## src/rtl/riscv_hpm_counter_bank.sv

```systemverilog
// RISC-V hpm counter bank: counters, event selectors and mcountinhibit on the shared CSR port; reads are combinational.
// Writes land at the next edge; event pulses show two edges after they arrive. No backpressure; every access completes in one cycle.
// Define RISCV_HPM_OVERFLOW_IRQ_EN to add per-counter overflow flags, enables (0x7C0/0x7C1) and a registered interrupt.
module riscv_hpm_counter_bank #(
  parameter int NUM_COUNTERS  = 4,
  parameter int NUM_EVENTS    = 8,
  parameter int COUNTER_WIDTH = 40
) (
  input  logic                  clk,
  input  logic                  reset_n,
  input  logic [NUM_EVENTS-1:0] event_in,
  input  logic [11:0]           read_address,
  output logic [31:0]           read_data_out,
  output logic                  read_hit_out,
  input  logic [11:0]           write_address,
  input  logic [31:0]           write_data_in,
  input  logic [1:0]            write_mode,
  output logic                  overflow_irq_out
);

  localparam int HW = COUNTER_WIDTH - 32;

  function automatic logic [31:0] apply_op(input logic [1:0] mode, input logic [31:0] old_val,
                                           input logic [31:0] wdat);
    case (mode)
      2'b01:   apply_op = wdat;
      2'b10:   apply_op = old_val | wdat;
      2'b11:   apply_op = old_val & ~wdat;
      default: apply_op = old_val;
    endcase
  endfunction

  logic [NUM_EVENTS-1:0]   event_q;
  logic [NUM_COUNTERS-1:0] inhibit;
  logic [31:0]             ev_ext;
  logic                    wr_en;
  logic [31:0]             inh_word;

  // Bit 0 is a permanent zero so that selector 0 and out-of-range selectors count nothing.
  assign ev_ext   = 32'({event_q, 1'b0});
  assign wr_en    = (write_mode != 2'b00);
  assign inh_word = 32'({inhibit, 3'b000});

  always_ff @(posedge clk or negedge reset_n) begin
    if (!reset_n) begin
      event_q <= '0;
      inhibit <= '0;
    end else begin
      event_q <= event_in;
      if (wr_en && write_address == 12'h320)
        inhibit <= NUM_COUNTERS'(apply_op(write_mode, inh_word, write_data_in) >> 3);
    end
  end

  logic [NUM_COUNTERS-1:0][31:0] rd_dat;
  logic [NUM_COUNTERS-1:0]       rd_hit;
`ifdef RISCV_HPM_OVERFLOW_IRQ_EN
  logic [NUM_COUNTERS-1:0]       wrap;
`endif

  for (genvar g = 0; g < NUM_COUNTERS; g++) begin : g_cnt
    localparam logic [11:0] LO_ADDR  = 12'hB03 + 12'(g);
    localparam logic [11:0] HI_ADDR  = 12'hB83 + 12'(g);
    localparam logic [11:0] SEL_ADDR = 12'h323 + 12'(g);

    logic [COUNTER_WIDTH-1:0] cnt_q;
    logic [4:0]               sel_q;
    logic                     wr_lo, wr_hi, inc;

    assign wr_lo = wr_en && (write_address == LO_ADDR);
    assign wr_hi = wr_en && (write_address == HI_ADDR);
    // A write to either half of this counter drops the same-cycle increment.
    assign inc   = ev_ext[sel_q] && !inhibit[g] && !wr_lo && !wr_hi;

    always_ff @(posedge clk or negedge reset_n) begin
      if (!reset_n) begin
        cnt_q <= '0;
        sel_q <= '0;
      end else begin
        if (wr_lo)
          cnt_q <= {cnt_q[COUNTER_WIDTH-1:32], apply_op(write_mode, cnt_q[31:0], write_data_in)};
        else if (wr_hi)
          cnt_q <= {HW'(apply_op(write_mode, 32'(cnt_q[COUNTER_WIDTH-1:32]), write_data_in)),
                    cnt_q[31:0]};
        else if (inc)
          cnt_q <= cnt_q + {{(COUNTER_WIDTH-1){1'b0}}, 1'b1};
        if (wr_en && write_address == SEL_ADDR)
          sel_q <= 5'(apply_op(write_mode, 32'(sel_q), write_data_in));
      end
    end

`ifdef RISCV_HPM_OVERFLOW_IRQ_EN
    assign wrap[g] = inc && (&cnt_q);
`endif

    assign rd_hit[g] = (read_address == LO_ADDR) || (read_address == HI_ADDR) ||
                       (read_address == SEL_ADDR);
    assign rd_dat[g] = (read_address == LO_ADDR)  ? cnt_q[31:0] :
                       (read_address == HI_ADDR)  ? 32'(cnt_q[COUNTER_WIDTH-1:32]) :
                       (read_address == SEL_ADDR) ? 32'(sel_q) : 32'h0;
  end

`ifdef RISCV_HPM_OVERFLOW_IRQ_EN
  logic [NUM_COUNTERS-1:0] ovf_flag, ovf_en;
  logic                    irq_q;
  logic                    flag_wr;

  assign flag_wr = wr_en && (write_address == 12'h7C0);

  always_ff @(posedge clk or negedge reset_n) begin
    if (!reset_n) begin
      ovf_flag <= '0;
      ovf_en   <= '0;
      irq_q    <= 1'b0;
    end else begin
      // Hardware wrap is ORed last so it beats a same-cycle software clear.
      if (flag_wr && write_mode == 2'b10)
        ovf_flag <= ovf_flag | write_data_in[NUM_COUNTERS-1:0] | wrap;
      else if (flag_wr)
        ovf_flag <= (ovf_flag & ~write_data_in[NUM_COUNTERS-1:0]) | wrap;
      else
        ovf_flag <= ovf_flag | wrap;
      if (wr_en && write_address == 12'h7C1)
        ovf_en <= NUM_COUNTERS'(apply_op(write_mode, 32'(ovf_en), write_data_in));
      irq_q <= |(ovf_flag & ovf_en);
    end
  end

  assign overflow_irq_out = irq_q;
`else
  assign overflow_irq_out = 1'b0;
`endif

  always_comb begin
    read_data_out = 32'h0;
    read_hit_out  = 1'b0;
    for (int i = 0; i < NUM_COUNTERS; i++) begin
      read_data_out = read_data_out | rd_dat[i];
      read_hit_out  = read_hit_out | rd_hit[i];
    end
    if (read_address == 12'h320) begin
      read_data_out = inh_word;
      read_hit_out  = 1'b1;
    end
`ifdef RISCV_HPM_OVERFLOW_IRQ_EN
    if (read_address == 12'h7C0) begin
      read_data_out = 32'(ovf_flag);
      read_hit_out  = 1'b1;
    end
    if (read_address == 12'h7C1) begin
      read_data_out = 32'(ovf_en);
      read_hit_out  = 1'b1;
    end
`endif
  end

endmodule

```

## config.mk

```make
export PLATFORM = sky130hd
export DESIGN_NAME = riscv_hpm_counter_bank
export DESIGN_NICKNAME = d
export VERILOG_FILES = /design/src/rtl/riscv_hpm_counter_bank.sv
export SDC_FILE = /design/constraint.sdc
export NUM_CORES = 1
export LEC_CHECK = 0
export ABC_CLOCK_PERIOD_IN_PS = 2400
export CORE_MARGIN = 2
export CORE_UTILIZATION = 40
export DETAILED_ROUTE_END_ITERATION = 6
export GPL_TIMING_DRIVEN = 1
export SYNTH_ARGS = -nofsm -noshare
export SYNTH_HDL_FRONTEND = slang
export SYNTH_SLANG_ARGS = --single-unit
```

## constraint.sdc

```tcl
create_clock -name clk -period 2.4 [get_ports clk]
set_input_delay 0.36 -clock clk [delete_from_list [all_inputs] [get_ports clk]]
set_output_delay 0.36 -clock clk [all_outputs]
set_load 0.01 [all_outputs]
```

Word level (Yosys, flattened, before mapping)
Index checks and enable logic that the tools add are counted.

$add $sub $neg: 4. Magnitude comparators: 4. Equal/unequal tests: 41. Mux-type cells: 47. Bitwise gates (word level): 37. Reduce and logical (&&, ||, !) cells: 68.

Operators with widths (number): case mux 32 bit (3 select lines) (4); two-way mux 40 bit (8); two-way mux 32 bit (9); bitwise OR 32 bit (7); == test 12 bit, second input constant (16); adder 40 x 1 -> 40 bit, second input constant (4); bitwise AND 32 bit (4); == test 12 x 10 -> 1 bit, second input constant (10); case mux 8 bit (3 select lines) (4); case mux 5 bit (3 select lines) (4); bitwise AND 8 bit (4); two-way mux 8 bit (4); != test 4 x 1 -> 1 bit, second input constant (8); NOT 32 bit (1); bitwise OR 8 bit (4); logical AND 1 bit (25); < comparator 5 x 6 -> 1 bit, second input constant (4); AND reduction 3 bit (8); case mux 7 bit (3 select lines) (1); bitwise AND 5 bit (4); binary-select mux 1 bit (select 5 bit) (4); two-way mux 5 bit (4); bitwise OR 5 bit (4); nonzero test 2 bit (9); 12 further kinds (47).

Flip-flop bits (word level): 192. Input port bits: 68.

Logic depth before layout (Yosys ltp)
Depth after elaboration: 8. Depth in mapped cells: 11. Gate-level depth less buffers: 9.

Worst setup path before layout
OpenSTA, ideal clock, no wires.

Path type: in2reg. Start point: input write_mode[0]. End point: register g_cnt[0].cnt_q[3]. Data arrival time: 2.610 ns. Data required time: 2.296 ns. Setup slack: -0.313 ns. Stages: 10. Path buffers: 2. Path through: inv_1 > ha_1 > or4b_1 > buf_4 > or4_1 > buf_2 > nor2_4 > a31oi_4 > or4_1 > o311ai_1.

Word-level cells in the longest chain between the ends: 7. Elaborated cells on any way between the ends: 16. Classes of those cells: eq/ne (5); mux (2); reduce/logical (9).

Ends and longest elaborated chain: from (decl) (RTL line 17) `input logic [1:0] write_mode,`; nonzero test 2 bit (RTL line 41) `assign wr_en = (write_mode != 2'b00);`; logical AND 1 bit (RTL line 70) `assign wr_lo = wr_en && (write_address == LO_ADDR);`; zero test 1 bit (RTL line 73) `assign inc = ev_ext[sel_q] && !inhibit[g] && !wr_lo && !wr_hi;`; logical AND 1 bit (2 in a row) (RTL line 73); nonzero test 2 bit (no source line); AND reduction 3 bit (no source line); to (signal assigned) (RTL line 81) `cnt_q <= {cnt_q[COUNTER_WIDTH-1:32], apply_op(write_mode, cnt_q[31:0], write_data_in)};`; to (signal assigned) (RTL line 83) `cnt_q <= {HW'(apply_op(write_mode, 32'(cnt_q[COUNTER_WIDTH-1:32]), write_data_in)),`; to (signal assigned) (RTL line 86) `cnt_q <= cnt_q + {{(COUNTER_WIDTH-1){1'b0}}, 1'b1};`; to (decl) (RTL line 66) `logic [COUNTER_WIDTH-1:0] cnt_q;`.

Several ways; a longest one is shown, not always the timed one. A chain may end at the register's enable or synchronous reset.

Worst setup path after layout
Start point: register g_cnt[0].sel_q[1]. End point: output read_data_out[1].

Word-level cells in the longest chain between the ends: 7.

Ends and longest elaborated chain: from (decl) (RTL line 67) `logic [4:0] sel_q;`; from (signal assigned) (RTL line 88) `sel_q <= 5'(apply_op(write_mode, 32'(sel_q), write_data_in));`; two-way mux 5 bit (RTL line 100) `(read_address == SEL_ADDR) ? 32'(sel_q) : 32'h0;`; two-way mux 8 bit (RTL line 99) `(read_address == HI_ADDR) ? 32'(cnt_q[COUNTER_WIDTH-1:32]) :`; two-way mux 32 bit (RTL line 98) `assign rd_dat[g] = (read_address == LO_ADDR) ? cnt_q[31:0] :`; bitwise OR 32 bit (3 in a row) (RTL line 138) `read_data_out = read_data_out | rd_dat[i];`; two-way mux 32 bit (RTL line 141) `if (read_address == 12'h320) begin`; to (decl) (RTL line 13) `output logic [31:0] read_data_out,`.

Every way passes these cells.

==> qor_table.md <==
| Metric | Value | Unit |
|:---|:---|:---|
| Status | finished, violations left | - |
| Failing checks | negative setup slack | - |
| Drt pass-1 iters | 6 | - |
| Most numerous cell in the Yosys netlist | o21ai_0 | - |
| Worst hold slack | 315.0 | ps |
| Syn Nets | 2011 | - |
| HPWL reported at the end of detailed placement | 63410 | um |
| Leakage Power | 9.277 | nW |
| Detailed Route WL | 84270 | um |
| Placer congestion estimate | 1.045 | - |
| TritonCTS Sinks | 192 | - |
| Total power density per cell area | 372.6 | nW/um2 |
| Prevailing post-synth register cell | dfrtp_1 | - |
| Critical path class | reg2out | - |
| Worst Tran Pin Value | 706.0 | ps |
| Number of vias in the routed layout | 19710 | - |
| Comb power frac | 23.2 | % |
| Clock-pin slew reported for the worst setup and hold paths after clock tree synthesis | 80 | ps |
| Wire length of the first global-routing pass | 121800 | um |
| Number of library cell types mapped by synthesis | 92 | - |
| Max Cap Violations | 0 | - |
| Maximum number of pins on one net before global-route repair | 70 | - |
| Power share of the sequential group | 41.1 | % |
| Skew-Pair Late Insertion Delay | 480 | ps |
| Share of cells above drive strength 1 | 34.14 | % |
| Routed via count divided by cell count | 6.626 | - |
| Chain of cells forming the critical path | a22o_1 -> a222oi_1 -> o22ai_2 -> a21o_1 -> a221oi_2 -> nand2_1 -> buf_2 | - |
| Die Width | 197.0 | um |
| Kind of launch point of the worst setup path | register | - |
| Setup WS post-layout | -429.6 | ps |
| GR Util All Layers | 42.89 | % |
| Yosys top cell area share | 32.26 | % |
| Relative max-transition margin | 52.93 | % |
| Number of antenna violations at the first check in global routing | 1 | - |
| Number of antenna diodes | 0 | - |
| Deepest level of the CTS H-tree | 4 | - |
| CTS tree | done | - |
| Delay of the slowest cell on the worst path | 460 | ps |
| Vias in the first global route | 18950 | - |
| Number of enable-type register cells in the synthesized netlist | 0 | - |
| Overall die height | 197.0 | um |
| Layout Cells excl Fill | 2975 | - |
| Count of placed standard cells including taps | 2870 | - |
| Total net switching power | 0.002767 | W |
| Worst slack at placement | -1066 | ps |
| Final setup viols | 16 | - |
| Finished Core Util | 61.65 | % |
| Layout Nets | 2570 | - |
| Mapped Cells | 1935 | - |
| Fraction of synthesis flops using an asynchronous set or reset pin | 100.0 | % |
| Unrepaired setup endpoints after global routing | true | - |
| Starting density of the core | 40.68 | % |
| Number of nets with antenna violations after routing | 0 | - |
| Hold crit path type | in2reg | - |
| Switching part of the total power | 32.90 | % |
| Post-DR wirelength/cell | 28.33 | um |
| Final Total Pwr | 0.008409 | W |
| Crit path required time | 2040 | ps |
| Top achievable clock speed | 353.4 | MHz |
| Final setup skew | 11.56 | ps |
| Share of the clock period used by the worst path | 117.9 | % |
| Clock buffers created by TritonCTS | 17 | - |
| Fill cells | 3259 | - |
| Total number of yosys warnings | 0 | - |
| DRC | 0 | - |
| Final hold violations | 0 | - |
| Site row count | 70 | - |
| Slowest-stage cell, CP | dfrtp_2 | - |
| Crit end category | primary output | - |
| Root buffer selected by CTS | clkbuf_16 | - |
| Most numerous cell types in the synthesized netlist | o21ai_0 (252), nand2_1 (214), dfrtp_1 (192) | - |
| Area enclosed by the die boundary | 38800 | um2 |
| Portion of the post-synthesis area used by sequential elements | 32.26 | % |
| Average cell area after synthesis | 7.697 | um2 |
| Number of port buffers | 100 | - |
| Placeable core region | 36610 | um2 |
| Number of storage elements in the synthesis netlist | 192 | - |
| I/O pin total | 102 | - |
| Critical path peak fanout | 2 | - |
| Mapped Area | 14890 | um2 |
| Number of design-rule violations left by the first detailed-router iteration | 2454 | - |
| Share of total power in the clock network | 35.7 | % |
| Post-synthesis cell type with the largest combined area | dfrtp_1 | - |
| Growth of design area from synthesis to finish | 51.53 | % |
| Number of pins with negative max-slew slack in the final report | 0 | - |
| CP arrival | 2470 | ps |
| Buffer depth of the longest clock path | 2 | - |
| Largest voltage drop on the vdd net | 0.4845 | mV |
| Biggest area contributors in the synthesized netlist | dfrtp_1 (32%), o21ai_0 (8.5%), a21oi_1 (5.8%) | - |
| Internal power | 0.005642 | W |
| GRT overflow | 0 | - |
| Post-route minimum period | 2830 | ps |
-- through the flow --
| stage | area [um2] | setup TNS [ps] |
|---|---|---|
| floorplan | 15100 | -2928 |
| global placement | 20290 | -174330 |
| detailed placement | 20290 | -178500 |
| CTS | 21790 | -864.0 |
| global route | 22570 | -3426 |
| finish | 22570 | -1211 |
-- path summary, 6_finish.rpt --
path                                     from                  to  slack [ps]  cells past startpoint
hold reg to reg            g_cnt[1].cnt_q[35]  g_cnt[1].cnt_q[35]         560                      2
max in group asynchronous             reset_n   g_cnt[1].cnt_q[4]        1190                      3
min in group asynchronous             reset_n  g_cnt[0].cnt_q[22]         440                      2
hold / removal                    event_in[0]          event_q[0]         310                      1
setup / recovery            g_cnt[0].sel_q[1]    read_data_out[1]        -430                      7
setup reg to reg            g_cnt[3].cnt_q[0]  g_cnt[3].cnt_q[20]         -30                      8
-- logic make-up (layout without fill, tap and decap cells) --
family | after synthesis | after routing | share of synthesized area, %
buffers and inverters | 171 | 741 | 4.612
AOI/OAI and AO/OA | 789 | 791 | 33.96
other | 1 | 1 | 0.02518
DFF | 192 | 192 | 32.26
and+or+nand+nor | 717 | 717 | 24.68
muxes | 10 | 10 | 1.033
xor gates and xnor gates | 47 | 47 | 2.764
adders and majority gates | 8 | 8 | 0.6721
-- metal layers --
layer	share of wire, %	global-route usage (%)
met1	37	51.99
met2	44	66.88
met3	8.8	7.204
met4	10	35.78
met5	0.032	0
-- cells in the final DEF (no fill, tap or decap), types with 15 or more instances in the layout --
| master | netlist | final |
|---|---|---|
| o21ai_0 | 252 | 185 |
| and3_1 | 42 | 36 |
| nand2_1 | 214 | 200 |
| nor3_1 | 55 | 44 |
| buf_12 | 0 | 45 |
| a31oi_1 | 31 | 31 |
| dfrtp_1 | 192 | 184 |
| a22oi_1 | 65 | 39 |
| buf_6 | 0 | 46 |
| buf_2 | 20 | 34 |
| a22o_1 | 34 | 34 |
| inv_1 | 42 | 38 |
| a21oi_1 | 172 | 160 |
| and4_1 | 15 | 15 |
| buf_4 | 5 | 471 |
| o32a_1 | 41 | 41 |
| clkbuf_16 | 0 | 21 |
| nand4_1 | 29 | 29 |
| nand3_1 | 72 | 67 |
| o21ai_1 | 2 | 57 |
| nor2_1 | 145 | 139 |
| xnor2_1 | 37 | 37 |
| a22oi_2 | 0 | 26 |
| and2_1 | 23 | 21 |
| clkdlybuf4s50_1 | 0 | 48 |
| o22ai_1 | 53 | 50 |
-- power by group through the flow --
stage	registers, W	logic (W)	clock network, W
2_1_floorplan	0.00349	0.000696	0
3_3_place_gp	0.00350	0.00177	0
3_5_place_dp	0.00350	0.00179	0
4_1_cts	0.00344	0.00186	0.00301
5_1_grt	0.00346	0.00203	0.00312
6_report	0.00345	0.00195	0.00300
-- critical path: cells and delay by family, from the launching register on --
kind	cells	cell delay, ps
compound gates	5	1190
flops	1	460
buf+inv	1	180
simple gates	1	160
-- final cells by class --
class / count / area, um2 / area share [%]
multi-input cells: 1574 / 10390 / 46.02
clock buffers: 17 / 425.4 / 1.885
flip-flops and latches: 192 / 4815 / 21.33
clock inverters: 15 / 150.1 / 0.6653
well taps: 468 / 585.6 / 2.595
inverters: 42 / 180.2 / 0.7983
repair buffers: 667 / 6027 / 26.70
-- what timing repair did --
action                                 CTS  global route
pin swaps                               76            84
gates cloned                            10             5
setup endpoints to repair              217           156
endpoints found under the hold margin   62             0
hold buffers                             1             0
resized for setup                      309           141
buffers inserted                        40            25
-- flip-flops by register name, summed over array words and instances (netlist names) --
name and flops:
g_cnt.cnt_q 160, inhibit 4, event_q 8, g_cnt.sel_q 20
(Power assumes the default switching activity.)
